<file path="src/rtl/ac_group_delay_line.sv">
// ac_group_delay_line: multi-channel sampled-data group-delay element.
// Each channel owns a ring buffer; an accepted sample is written at that
// channel's write pointer while the sample written d entries earlier is
// read out, giving a delay of d samples of that same channel. One output
// register with a valid/ready handshake gives full throughput.
module ac_group_delay_line #(
    parameter int DATA_W   = 16,
    parameter int CHANNELS = 2,
    parameter int DEPTH    = 32,
    parameter int CH_W     = (CHANNELS > 1) ? $clog2(CHANNELS) : 1,
    parameter int DLY_W    = $clog2(DEPTH)
) (
    input  logic              clk,
    input  logic              rst,
    input  logic              cfg_we,
    input  logic [DLY_W-1:0]  cfg_delay,
    input  logic              in_valid,
    output logic              in_ready,
    input  logic [CH_W-1:0]   in_ch,
    input  logic [DATA_W-1:0] in_data,
    output logic              out_valid,
    input  logic              out_ready,
    output logic [CH_W-1:0]   out_ch,
    output logic [DATA_W-1:0] out_data
);

    // The fill counter must be able to hold DEPTH itself, hence one extra bit.
    localparam int FILL_W = DLY_W + 1;
    localparam logic [FILL_W-1:0] FILL_MAX = FILL_W'(DEPTH);

    logic [DATA_W-1:0] mem_q [CHANNELS][DEPTH];

    logic [DLY_W-1:0]  wptr_q [CHANNELS];
    logic [DLY_W-1:0]  wptr_d [CHANNELS];
    logic [FILL_W-1:0] fill_q [CHANNELS];
    logic [FILL_W-1:0] fill_d [CHANNELS];

    logic [DLY_W-1:0]  delay_q, delay_d;
    logic              outValid_q, outValid_d;
    logic [CH_W-1:0]   outCh_q, outCh_d;
    logic [DATA_W-1:0] outData_q, outData_d;

    logic              inReady;
    logic              accept;
    logic              chInRange;
    logic [DLY_W-1:0]  curWptr;
    logic [FILL_W-1:0] curFill;
    logic [DLY_W-1:0]  rdAddr;
    logic [DATA_W-1:0] rdData;

    // Handshake, history lookup and next-state for pointers, fills, delay and output register.
    always_comb begin
        inReady   = !cfg_we && (!outValid_q || out_ready);
        accept    = in_valid && inReady;
        chInRange = (int'(in_ch) < CHANNELS);

        curWptr = wptr_q[in_ch];
        curFill = fill_q[in_ch];
        rdAddr  = curWptr - delay_q;
        rdData  = mem_q[in_ch][rdAddr];

        wptr_d     = wptr_q;
        fill_d     = fill_q;
        delay_d    = delay_q;
        outValid_d = outValid_q;
        outCh_d    = outCh_q;
        outData_d  = outData_q;

        if (outValid_q && out_ready) begin
            outValid_d = 1'b0;
        end

        if (cfg_we) begin
            delay_d = cfg_delay;
            for (int c = 0; c < CHANNELS; c++) begin
                fill_d[c] = '0;
            end
        end

        // Out-of-range channels are swallowed: accepted but leave no trace.
        if (accept && chInRange) begin
            outValid_d = 1'b1;
            outCh_d    = in_ch;
            if (delay_q == '0) begin
                outData_d = in_data;
            end else if (curFill < {1'b0, delay_q}) begin
                outData_d = '0;
            end else begin
                outData_d = rdData;
            end
            wptr_d[in_ch] = curWptr + 1'b1;
            if (curFill != FILL_MAX) begin
                fill_d[in_ch] = curFill + 1'b1;
            end
        end
    end

    // Control and output state, cleared asynchronously so a pending output vanishes on reset.
    always_ff @(posedge clk or posedge rst) begin
        if (rst) begin
            for (int c = 0; c < CHANNELS; c++) begin
                wptr_q[c] <= '0;
                fill_q[c] <= '0;
            end
            delay_q    <= '0;
            outValid_q <= 1'b0;
            outCh_q    <= '0;
            outData_q  <= '0;
        end else begin
            wptr_q     <= wptr_d;
            fill_q     <= fill_d;
            delay_q    <= delay_d;
            outValid_q <= outValid_d;
            outCh_q    <= outCh_d;
            outData_q  <= outData_d;
        end
    end

    // Sample storage has no reset; stale contents are masked by the fill counters.
    always_ff @(posedge clk) begin
        if (accept && chInRange) begin
            mem_q[in_ch][curWptr] <= in_data;
        end
    end

    assign in_ready  = inReady;
    assign out_valid = outValid_q;
    assign out_ch    = outCh_q;
    assign out_data  = outData_q;

endmodule

</file>
<file path="config.mk">
export PLATFORM = sky130hd
export DESIGN_NAME = ac_group_delay_line
export DESIGN_NICKNAME = d
export VERILOG_FILES = /design/src/rtl/ac_group_delay_line.sv
export SDC_FILE = /design/constraint.sdc
export NUM_CORES = 1
export LEC_CHECK = 0
export BUFFER_PORTS_ARGS = -buffer_cell sky130_fd_sc_hd__buf_2
export CAP_MARGIN = 20
export CORE_AREA = 2 2 369 261
export CTS_CLUSTER_SIZE = 24
export DETAILED_ROUTE_END_ITERATION = 8
export DIE_AREA = 0 0 371 263
export PLACE_DENSITY = 0.62
export SLEW_MARGIN = 15
export SYNTH_ARGS = -nofsm -noshare
export SYNTH_HDL_FRONTEND = slang
export SYNTH_SLANG_ARGS = --single-unit
</file>
<file path="constraint.sdc">
create_clock -name clk -period 4 [get_ports clk]
set_input_delay 0 -clock clk [delete_from_list [all_inputs] [get_ports clk]]
set_output_delay 0 -clock clk [all_outputs]
set_load 0.01 [all_outputs]
</file>
; ---- Word level (Yosys, flattened, before mapping)
; Memory sizes are Yosys's and may differ from the RTL's.
; Cells that the tools add are included.
; W data, S select, Z words.
[totals]
reg_bits = 45
latch_bits = 0
mem_bits_rw = 1024
mem_bits_ro = 0
input_bits = 27
n_memories = 1
[mem_list]
columns = memory, depth, width, rd, rd_ports_with_merged_regs, write_ports, line_no
row1 = mem_q, 2, 512, 1, 0, 1, 31  ; logic [DATA_W-1:0] mem_q [CHANNELS][DEPTH];
[op_classes]
n_addsub = 3
n_mul = 0
div_mod_pow = 0
magnitude_cmp = 6
eq_ne = 1
shift = 0
n_mux = 26
n_bitwise = 3
n_reduce_logical = 10
[ops]
columns = cell, count
row1 = $mux W512, 1
row2 = $bmux W16 S5, 1
row3 = $demux W16 S5, 1
row4 = $mux W16, 5
row5 = $mux W12, 3
row6 = $mux W6, 4
row7 = $mux W5, 4
row8 = $bwmux W12, 1
row9 = $ge A6 B6 Y1 const B, 2
row10 = $not A5 Y6, 2
row11 = $bwmux W10, 1
row12 = $add A6 B1 Y6 const B, 1
row13 = $demux W6 S1, 1
row14 = $lt A6 B1 Y1 const B, 1
row15 = $lt A6 B5 Y1, 1
row16 = $ne A6 B6 Y1 const B, 1
row17 = $add A5 B1 Y5 const B, 1
row18 = $demux W5 S1, 1
row19 = $logic_and A1 B1 Y1, 5
row20 = $logic_not A5 Y1, 1
row21 = $sub A5 B5 Y5, 1
row22 = $mux W1, 3
row23 = $ge A2 B2 Y1 const B, 1
row24 = $logic_not A1 Y1, 2
row25 = other kinds (4), 4

; ---- Longest topological paths before layout
; Gate-level depths: netlist (run 1).
[depth]
depth_word = 11
ltp_mapped = 16
mapped_depth_nobuf = 9

; ---- Worst setup path after synthesis (run 1)
; No wires, ideal clock.
[synth_path]
path_type = input to register
from = input port in_ch
to = register outData_q[10] (netlist: out_data[10])
setup_time_ns = 0.118
arrival_ns = 3.075
required_time_ns = 3.882
setup_slack_ns = 0.807
stages = 16
n_path_buf = 7
path_cell_list = buf_2 > buf_6 > buf_6 > buf_4 > mux2i_1 > ha_1 > fa_1 > buf_2 > buf_2 > clkbuf_1 > mux4_2 > nand3_1 > nand4_1 > mux2i_1 > mux2i_1 > a21o_1
[synth_via]
elab_chain_len = 11
word_cells_on_any_way = 16
classes_between = 1 x add/sub / 1 x order compare / 11 x mux / 2 x bitwise / 1 x memory
[synth_rtl]
columns = item, line_no
row1 = "start, declared", 19  ; input logic [CH_W-1:0] in_ch,
row2 = $not A1 Y2 (not written as such), "57, 58"
row3 = $mux W5 (not written as such) (3 in series), 57  ; curWptr = wptr_q[in_ch];
row4 = $sub A5 B5 Y5, 59  ; rdAddr = curWptr - delay_q;
row5 = $not A5 Y6 (not written as such), 60  ; rdData = mem_q[in_ch][rdAddr];
row6 = $bmux W16 S5, 60
row7 = $mux W16 (not written as such) (2 in series), 60
row8 = $mux W16 *, 86  ; end else if (curFill < {1'b0, delay_q}) begin
row9 = $mux W16 *, 84  ; if (delay_q == '0) begin
row10 = "end signal, assigned", 115  ; outData_q <= outData_d;
row11 = "end, declared", 41  ; logic [DATA_W-1:0] outData_q, outData_d;
; Every way passes the cells marked *; elsewhere a longest branch is shown, timed or not. The select of a mux whose other input is x is not followed.
; A chain may end at the register's enable or synchronous reset.

; ---- Final worst setup path (run 1)
[layout_path]
from = register wptr_q[0] in the netlist's numbering
to = register outData_q[10] (netlist: out_data[10])
[layout_via]
elab_chain_len = 10
[layout_rtl]
columns = item, line_no
row1 = "start, declared", 33  ; logic [DLY_W-1:0] wptr_q [CHANNELS];
row2 = "start signal, assigned", 110  ; wptr_q <= wptr_d;
row3 = $mux W5 (not written as such) (3 in series), 57
row4 = $sub A5 B5 Y5, 59
row5 = $not A5 Y6 (not written as such), 60
row6 = $bmux W16 S5, 60
row7 = $mux W16 (not written as such) (2 in series), 60
row8 = $mux W16, 86
row9 = $mux W16, 84
; No other way between the ends. The select of a mux whose other input is x is not followed.

==> results of run 1 <==
## layout make-up
class                           instances  share of cell area, %
Sequential cell                      1069                   66.4
Multi-Input combinational cell        865                   19.9
Clock buffer                          126                   5.44
Timing Repair Buffer                  215                   3.77
Tap cell                             1248                   3.25
Clock inverter                         52                   1.07
Inverter                               17                  0.138
Antenna cell                            2                 0.0104
## worst max path at each step
stage | slack (ns) | depth (start not counted) | end | startpoint
4_1_cts | 0.001 | 12 | out_data[10] | wptr_q[0]
5_1_grt | 0.05 | 11 | out_data[6] | wptr_q[5]
2_1_floorplan | 0.81 | 16 | out_data[10] | in_ch
3_3_place_gp | -0.06 | 11 | out_data[10] | wptr_q[0]
6_report | 0.13 | 11 | out_data[10] | wptr_q[0]
3_5_place_dp | -0.05 | 11 | out_data[10] | wptr_q[0]
## cell families (layout without fill, tap and decap cells)
group / Yosys count / in the layout / share of synthesized area, %
XOR/XNOR: 13 / 13 / 0.352
flip-flops: 1069 / 1069 / 75.9
AO/OA/AOI/OAI: 68 / 68 / 1.16
buffers and inverters: 141 / 410 / 1.50
multiplexers: 320 / 320 / 15.3
adder cells (fa/ha/maj): 15 / 15 / 0.465
other: 0 / 2 / 0
AND/OR/NAND/NOR: 449 / 449 / 5.29
## placed cells by master, fill, tap and decap left out, drive strengths merged, types with 2 or more instances in the layout
cell / netlist / layout
xor2: 3 / 3
buf: 69 / 184
dlygate4sd3: 0 / 30
clkinv: 0 / 32
xnor2: 10 / 10
nand2: 40 / 40
a31o: 2 / 2
dfrtp: 45 / 45
a21o: 17 / 17
ha: 14 / 14
mux2i: 55 / 55
a22o: 14 / 14
a211oi: 2 / 2
edfxtp: 1024 / 1024
nor2: 74 / 74
diode: 0 / 2
nand4: 61 / 61
inv: 17 / 20
clkbuf: 55 / 127
mux2: 9 / 9
nand3: 261 / 261
a22oi: 2 / 2
mux4: 256 / 256
clkinvlp: 0 / 8
nor3: 2 / 2
bufinv: 0 / 9
o21ai: 23 / 23
nand2b: 2 / 2
## worst reg2reg max path: stages, from the launching register on
cell and delay, ns:
dfrtp_1 0.40, mux2i_1 0.35, ha_4 0.21, fa_4 0.71, buf_12 0.23, buf_12 0.29
mux4_2 0.33, nand3_1 0.10, nand4_1 0.46, mux2i_1 0.34, mux2i_1 0.13, a21o_1 0.20
## per-layer routing
metal  share of wire [%]  track usage (%)
met1                  43             35.5
met2                  43             31.8
met3                  12             6.39
met4                 1.4             4.49
met5                   0                0
## through the flow
stage / instances / instance area (um2) / hold slack, ns
5_1_grt: 3592 / 48000 / 0.0258
3_5_place_dp: 3381 / 44500 / 0.0218
4_1_cts: 3588 / 47900 / 0.00602
2_1_floorplan: 2075 / 42000 / 0.0989
3_3_place_gp: 3381 / 44500 / 0.00458
6_report: 3594 / 48000 / -0.00671
## report_power, final
group / internal (mW) / switching, mW / leakage, nW / total, mW
registers: 12.5 / 0.148 / 9.80 / 12.6
logic: 4.09 / 7.19 / 4.35 / 11.3
clock network: 5.19 / 4.07 / 1.51 / 9.26
## what timing repair did
item / CTS / global route
gates resized for setup: 2 / 6
pin swaps: 1 / 3
endpoints found under the hold margin: 193 / 65
setup endpoints to repair: 2 / 5
setup buffers: 0 / 2
hold buffers: 29 / 1
cloned: 0 / 1
## sequential cells by signal, indices dropped and copies added, names as in the netlist
register / cells
delay_q: 5
fill_q: 12
out_ch: 1
out_data: 16
out_valid: 1
mem_q: 1024
wptr_q: 10
==> results.py, run 1 <==
metrics = {
    "clocking": {
        "root_buffer": "clkbuf_16",
        "cts_max_level": 3,
        "clk_latency_ns": 0.69,
        "cts_tree": "yes",
        "clock-sinks": 1069,
        "clkTransAtPathRegs_ns": 0.06,
        "cts_buffers": 96,
        "max-clock-path-buffers": 3,
    },
    "place": {
        "hpwlAfterDp_um": 63500,
        "place.gp.congestion": 0.839,
        "port_buffers": 45,
        "pre_cts_ws_ns": -0.0484,
    },
    "worst_setup_path": {
        "cp.arrival_ns": 4.43,
        "crit_family": "multiplexers",
        "cp_num_buf_inv": 2,
        "cp.required_ns": 4.56,
        "reg2reg_depth": 11,
        "cp_cell_sequence": "mux2i_1, ha_4, fa_4, buf_12, buf_12, mux4_2, nand3_1, nand4_1, mux2i_1, mux2i_1, a21o_1",
        "crit_path_frequent_cell": "mux2i_1",
        "reg2reg_to": "out_data[10]",
        "cp_slowest_cell": "fa_4",
        "crit_path_max_fanout": 33,
        "reg2reg_from": "wptr_q[0]",
        "worstSetupEndpointType": "register",
        "start_kind": "register",
        "crit_type": "register to register",
        "cpPeakStageDelay_ns": 0.70,
        "r2r_slack_ns": 0.13,
    },
    "run": {
        "drv_cap": 0,
    },
    "floorplanning": {
        "fp.dieH_um": 263,
        "row_count": 94,
        "start_util_pct": 44.8,
        "die_area_um2": 97600,
        "chipWidth_um": 371,
        "io_pins": 46,
        "coreArea_um2": 93700,
    },
    "synth": {
        "syn_inst": 2075,
        "synth_top_area_cell": "edfxtp_1",
        "synth_edf_count": 1024,
        "ys_ff_latch": 1069,
        "synthFlopType": "edfxtp_1",
        "netlist_top_cells_area": "edfxtp_1 (73%), mux4_2 (14%), nand3_1 (3.1%)",
        "ys_warn_count": 0,
        "avgSynthCellArea_um2": 20.2,
        "ys_seq_area_share_pct": 75.9,
        "syn_area_um2": 42000,
        "synthDistinctLibCells": 53,
        "synth_top_area_share_pct": 73.2,
        "syn_nets": 2117,
        "netlist_top_cells_count": "edfxtp_1 (1,024), nand3_1 (261), mux4_2 (256)",
        "async_flop_share_pct": 4.21,
        "synth.most_common_cell": "edfxtp_1",
    },
    "sta": {
        "worst_slack_ns": 0.133,
        "fin_skew_ns": 0.0377,
        "rsz0062_at_grt": "false",
        "relSlewSlack_pct": 27.2,
        "finalMaxSlewViolations": 0,
        "fin_setup_tns_ns": 0,
        "period_minus_slack_ns": 3.87,
        "hold_violations": 1,
        "worst_slew_pin_slew_ns": 1.09,
        "holdWs_ns": -0.00671,
        "fin_crit_sh_pct": 96.7,
        "fmax_mhz": 259,
        "setup_viol": 0,
    },
    "global_routing": {
        "grt_pass1_wl_um": 158000,
        "antenna_found_initial": 3,
        "first_global_vias": 22000,
        "overflow": 0,
        "grt_max_degree": 102,
        "grt_util_all_layers_pct": 22.7,
    },
    "run_status": {
        "outcome": "complete, but fails checks",
        "violations": "hold timing",
    },
    "power": {
        "power_mw": 33.1,
        "powerDensity_nw_per_um2": 691,
        "leakagePower_nw": 15.7,
        "ir_worst_vdd_v": 0.000913,
    },
    "drt": {
        "ant_nets": 0,
        "wl_um": 110000,
        "routedWlPerCell_um": 30.6,
        "dr.first_iter.drc_count": 2875,
        "drt_drc_violations_left": 0,
        "viasPerCell": 6.12,
        "num_vias": 22000,
        "dr.pass1.iters": 5,
    },
    "min_path": {
        "hold_class": "input pin to register",
        "hold_depth": 2,
        "hold_start": "in_data[4]",
        "min_to": "mem_q[0][68]",
    },
    "final_layout": {
        "final_nets": 2306,
        "fillers": 7369,
        "seq_area_um2": 31900,
        "fin_util_pct": 51.2,
        "multiInputGateArea_um2": 9540,
        "areaGrowthSynthToFinish_pct": 14.3,
        "drive_gt1_share_pct": 26.0,
    },
}
No activity file was read; power rests on OpenSTA's default activity.
==> run 2, diff against run 1 <==
CELL_PAD_IN_SITES_DETAIL_PLACEMENT = 0   (was default)
CELL_PAD_IN_SITES_GLOBAL_PLACEMENT = 1   (was default)
CORE_AREA = 2 2 350 248   (was 2 2 369 261)
DIE_AREA = 0 0 352 250   (was 0 0 371 263)
PLACE_DENSITY = 0.74   (was 0.62)
==> results.py, run 2 (synthesis results as in run 1) <==
metrics = {
    "run_status": {
        "outcome": "complete, but fails checks",
        "violations": "hold timing",
    },
    "drt": {
        "viasPerCell": 6.26,
        "routedWlPerCell_um": 31.0,
        "num_vias": 22000,
        "ant_nets": 0,
        "wl_um": 108000,
        "dr.first_iter.drc_count": 2878,
        "drt_drc_violations_left": 0,
        "dr.pass1.iters": 6,
    },
    "place": {
        "place.gp.congestion": 0.895,
        "port_buffers": 45,
        "place_inst": 3295,
        "hpwlAfterDp_um": 64200,
    },
    "floorplanning": {
        "chipWidth_um": 352,
        "row_count": 90,
        "coreArea_um2": 85000,
        "die_area_um2": 88000,
        "start_util_pct": 49.4,
        "fp.dieH_um": 250,
        "io_pins": 46,
    },
    "clocking": {
        "root_buffer": "clkbuf_16",
        "cts_max_level": 3,
        "max-clock-path-buffers": 3,
        "cts_setup_buffers": 0,
        "clk_latency_ns": 0.67,
        "cts_tree": "yes",
        "clkTransAtPathRegs_ns": 0.06,
        "cts_buffers": 97,
        "clock-sinks": 1069,
    },
    "final_layout": {
        "top_register": "mem_q",
        "drive_gt1_share_pct": 26.5,
        "areaGrowthSynthToFinish_pct": 14.1,
        "layout_commonest_cell": "edfxtp_1",
        "final_nets": 2316,
        "stdcell_count": 3505,
        "largest_reg_flops": 1024,
        "layout_common_cells": "edfxtp_1 (1,024), nand3_1 (261), mux4_2 (256)",
    },
    "power": {
        "powerDensity_nw_per_um2": 698,
        "p_sw_share_pct": 34.5,
        "p_int_mw": 21.9,
        "pwr-share-comb_pct": 34.5,
        "net-switching-power_mw": 11.5,
        "seqPwrFrac_pct": 37.6,
        "ir_worst_vdd_v": 0.000717,
        "clkPwrFrac_pct": 27.8,
        "leakagePower_nw": 15.7,
    },
    "worst_setup_path": {
        "cp_cell_sequence": "mux2i_1, ha_4, fa_4, buf_12, buf_4, mux4_2, nand3_1, nand4_1, mux2i_1, mux2i_1, a21o_1",
        "worstSetupEndpoint": "out_data[13]",
        "reg2reg_depth": 11,
        "cp.required_ns": 4.54,
        "cp.arrival_ns": 4.44,
        "cpPeakStageDelay_ns": 0.87,
        "crit_path_frequent_cell": "mux2i_1",
        "r2r_slack_ns": 0.10,
        "cp_slowest_cell": "fa_4",
        "cp-startpoint": "wptr_q[0]",
        "worstSetupEndpointType": "register",
        "reg2reg_from": "wptr_q[0]",
        "reg2reg_to": "out_data[13]",
        "start_kind": "register",
        "crit_type": "register to register",
        "crit_path_max_fanout": 37,
    },
    "sta": {
        "worst_slew_pin_slew_ns": 1.03,
        "hold_violations": 9,
        "holdWs_ns": -0.00988,
        "relSlewSlack_pct": 31.3,
        "fin_crit_sh_pct": 97.4,
        "fin_setup_tns_ns": 0,
        "finalMaxSlewViolations": 0,
        "fmax_mhz": 257,
        "period_minus_slack_ns": 3.90,
        "rsz0062_at_grt": "false",
        "fin_skew_ns": 0.0268,
        "setup_viol": 0,
    },
    "global_routing": {
        "grt_max_degree": 87,
        "grt_pass1_wl_um": 157000,
        "antenna_found_initial": 1,
        "first_global_vias": 22100,
        "grt_util_all_layers_pct": 25.0,
        "overflow": 0,
    },
    "run": {
        "drv_cap": 0,
    },
    "min_path": {
        "hold_class": "input pin to register",
        "hold_depth": 2,
    },
}
run 2: power by group through the flow:
stage / logic [mW] / clock network [mW] / registers (mW)
finish: 11.6 / 9.31 / 12.6
global route: 12.1 / 9.83 / 12.6
CTS: 11.2 / 9.42 / 12.6
detailed placement: 11.2 / 0 / 12.8
global placement: 11.2 / 0 / 12.8
floorplan: 6.24 / 0 / 12.8
run 2: what timing repair did:
| action | in CTS | in global routing |
|---|---|---|
| resized for setup | 0 | 3 |
| hold endpoints to repair | 209 | 75 |
| hold buffers | 26 | 2 |
| setup endpoints to repair | 0 | 3 |
run 2: critical path, delay by kind of cell, from the launching register on:
family | cells | cell delay [ns]
multiplexers | 4 | 1.02
AO/OA/AOI/OAI | 1 | 0.20
flip-flops | 1 | 0.38
buffers and inverters | 2 | 0.53
AND/OR/NAND/NOR | 2 | 0.46
adder cells (fa/ha/maj) | 2 | 1.09
run 2: cell type report:
cell class	count	area (um2)
Multi-Input combinational cell	865	9540
Sequential cell	1069	31900
Timing Repair Buffer	224	1830
Antenna cell	1	2.50
Tap cell	1150	1440
Fill cell	6330	37100
Inverter	17	65.1
Clock buffer	119	2610
Clock inverter	60	531
run 2: how the worst min path moves through the flow:
stage | start | end | slack, ns
detailed placement | cfg_delay[3] | delay_q[3] | 0.24
global route | in_data[12] | mem_q[0][220] | 0.02
CTS | in_data[8] | mem_q[0][184] | 0.001
floorplan | in_data[0] | mem_q[0][0] | 0.1
global placement | cfg_delay[3] | delay_q[3] | 0.23
finish | in_data[12] | mem_q[1][236] | -0.01
run 2: per-layer routing:
layer / share of wire (%) / up-vias / track usage (%) / wire, um
li1: - / 8988 / - / -
met1: 42 / 11700 / 37.0 / 45600
met2: 43 / 1146 / 34.9 / 46700
met3: 13 / 136 / 10.1 / 14300
met4: 1.8 / 2 / 5.40 / 1930
met5: 0.015 / - / 0 / 16
run 2: per-stage QoR:
stage               hold slack, ns  utilization (%)  worst slack, ns  total power [mW]  area [um2]
finish                    -0.00988             56.3            0.102              33.4       47900
detailed placement           0.241             52.2           0.0349              24.0       44400
global placement             0.227             52.2            0.123              24.0       44400
CTS                        0.00102             56.2           0.0248              33.2       47800
global route                0.0229             56.3           0.0330              34.6       47900
floorplan                   0.0989                -            0.807              19.0       42000
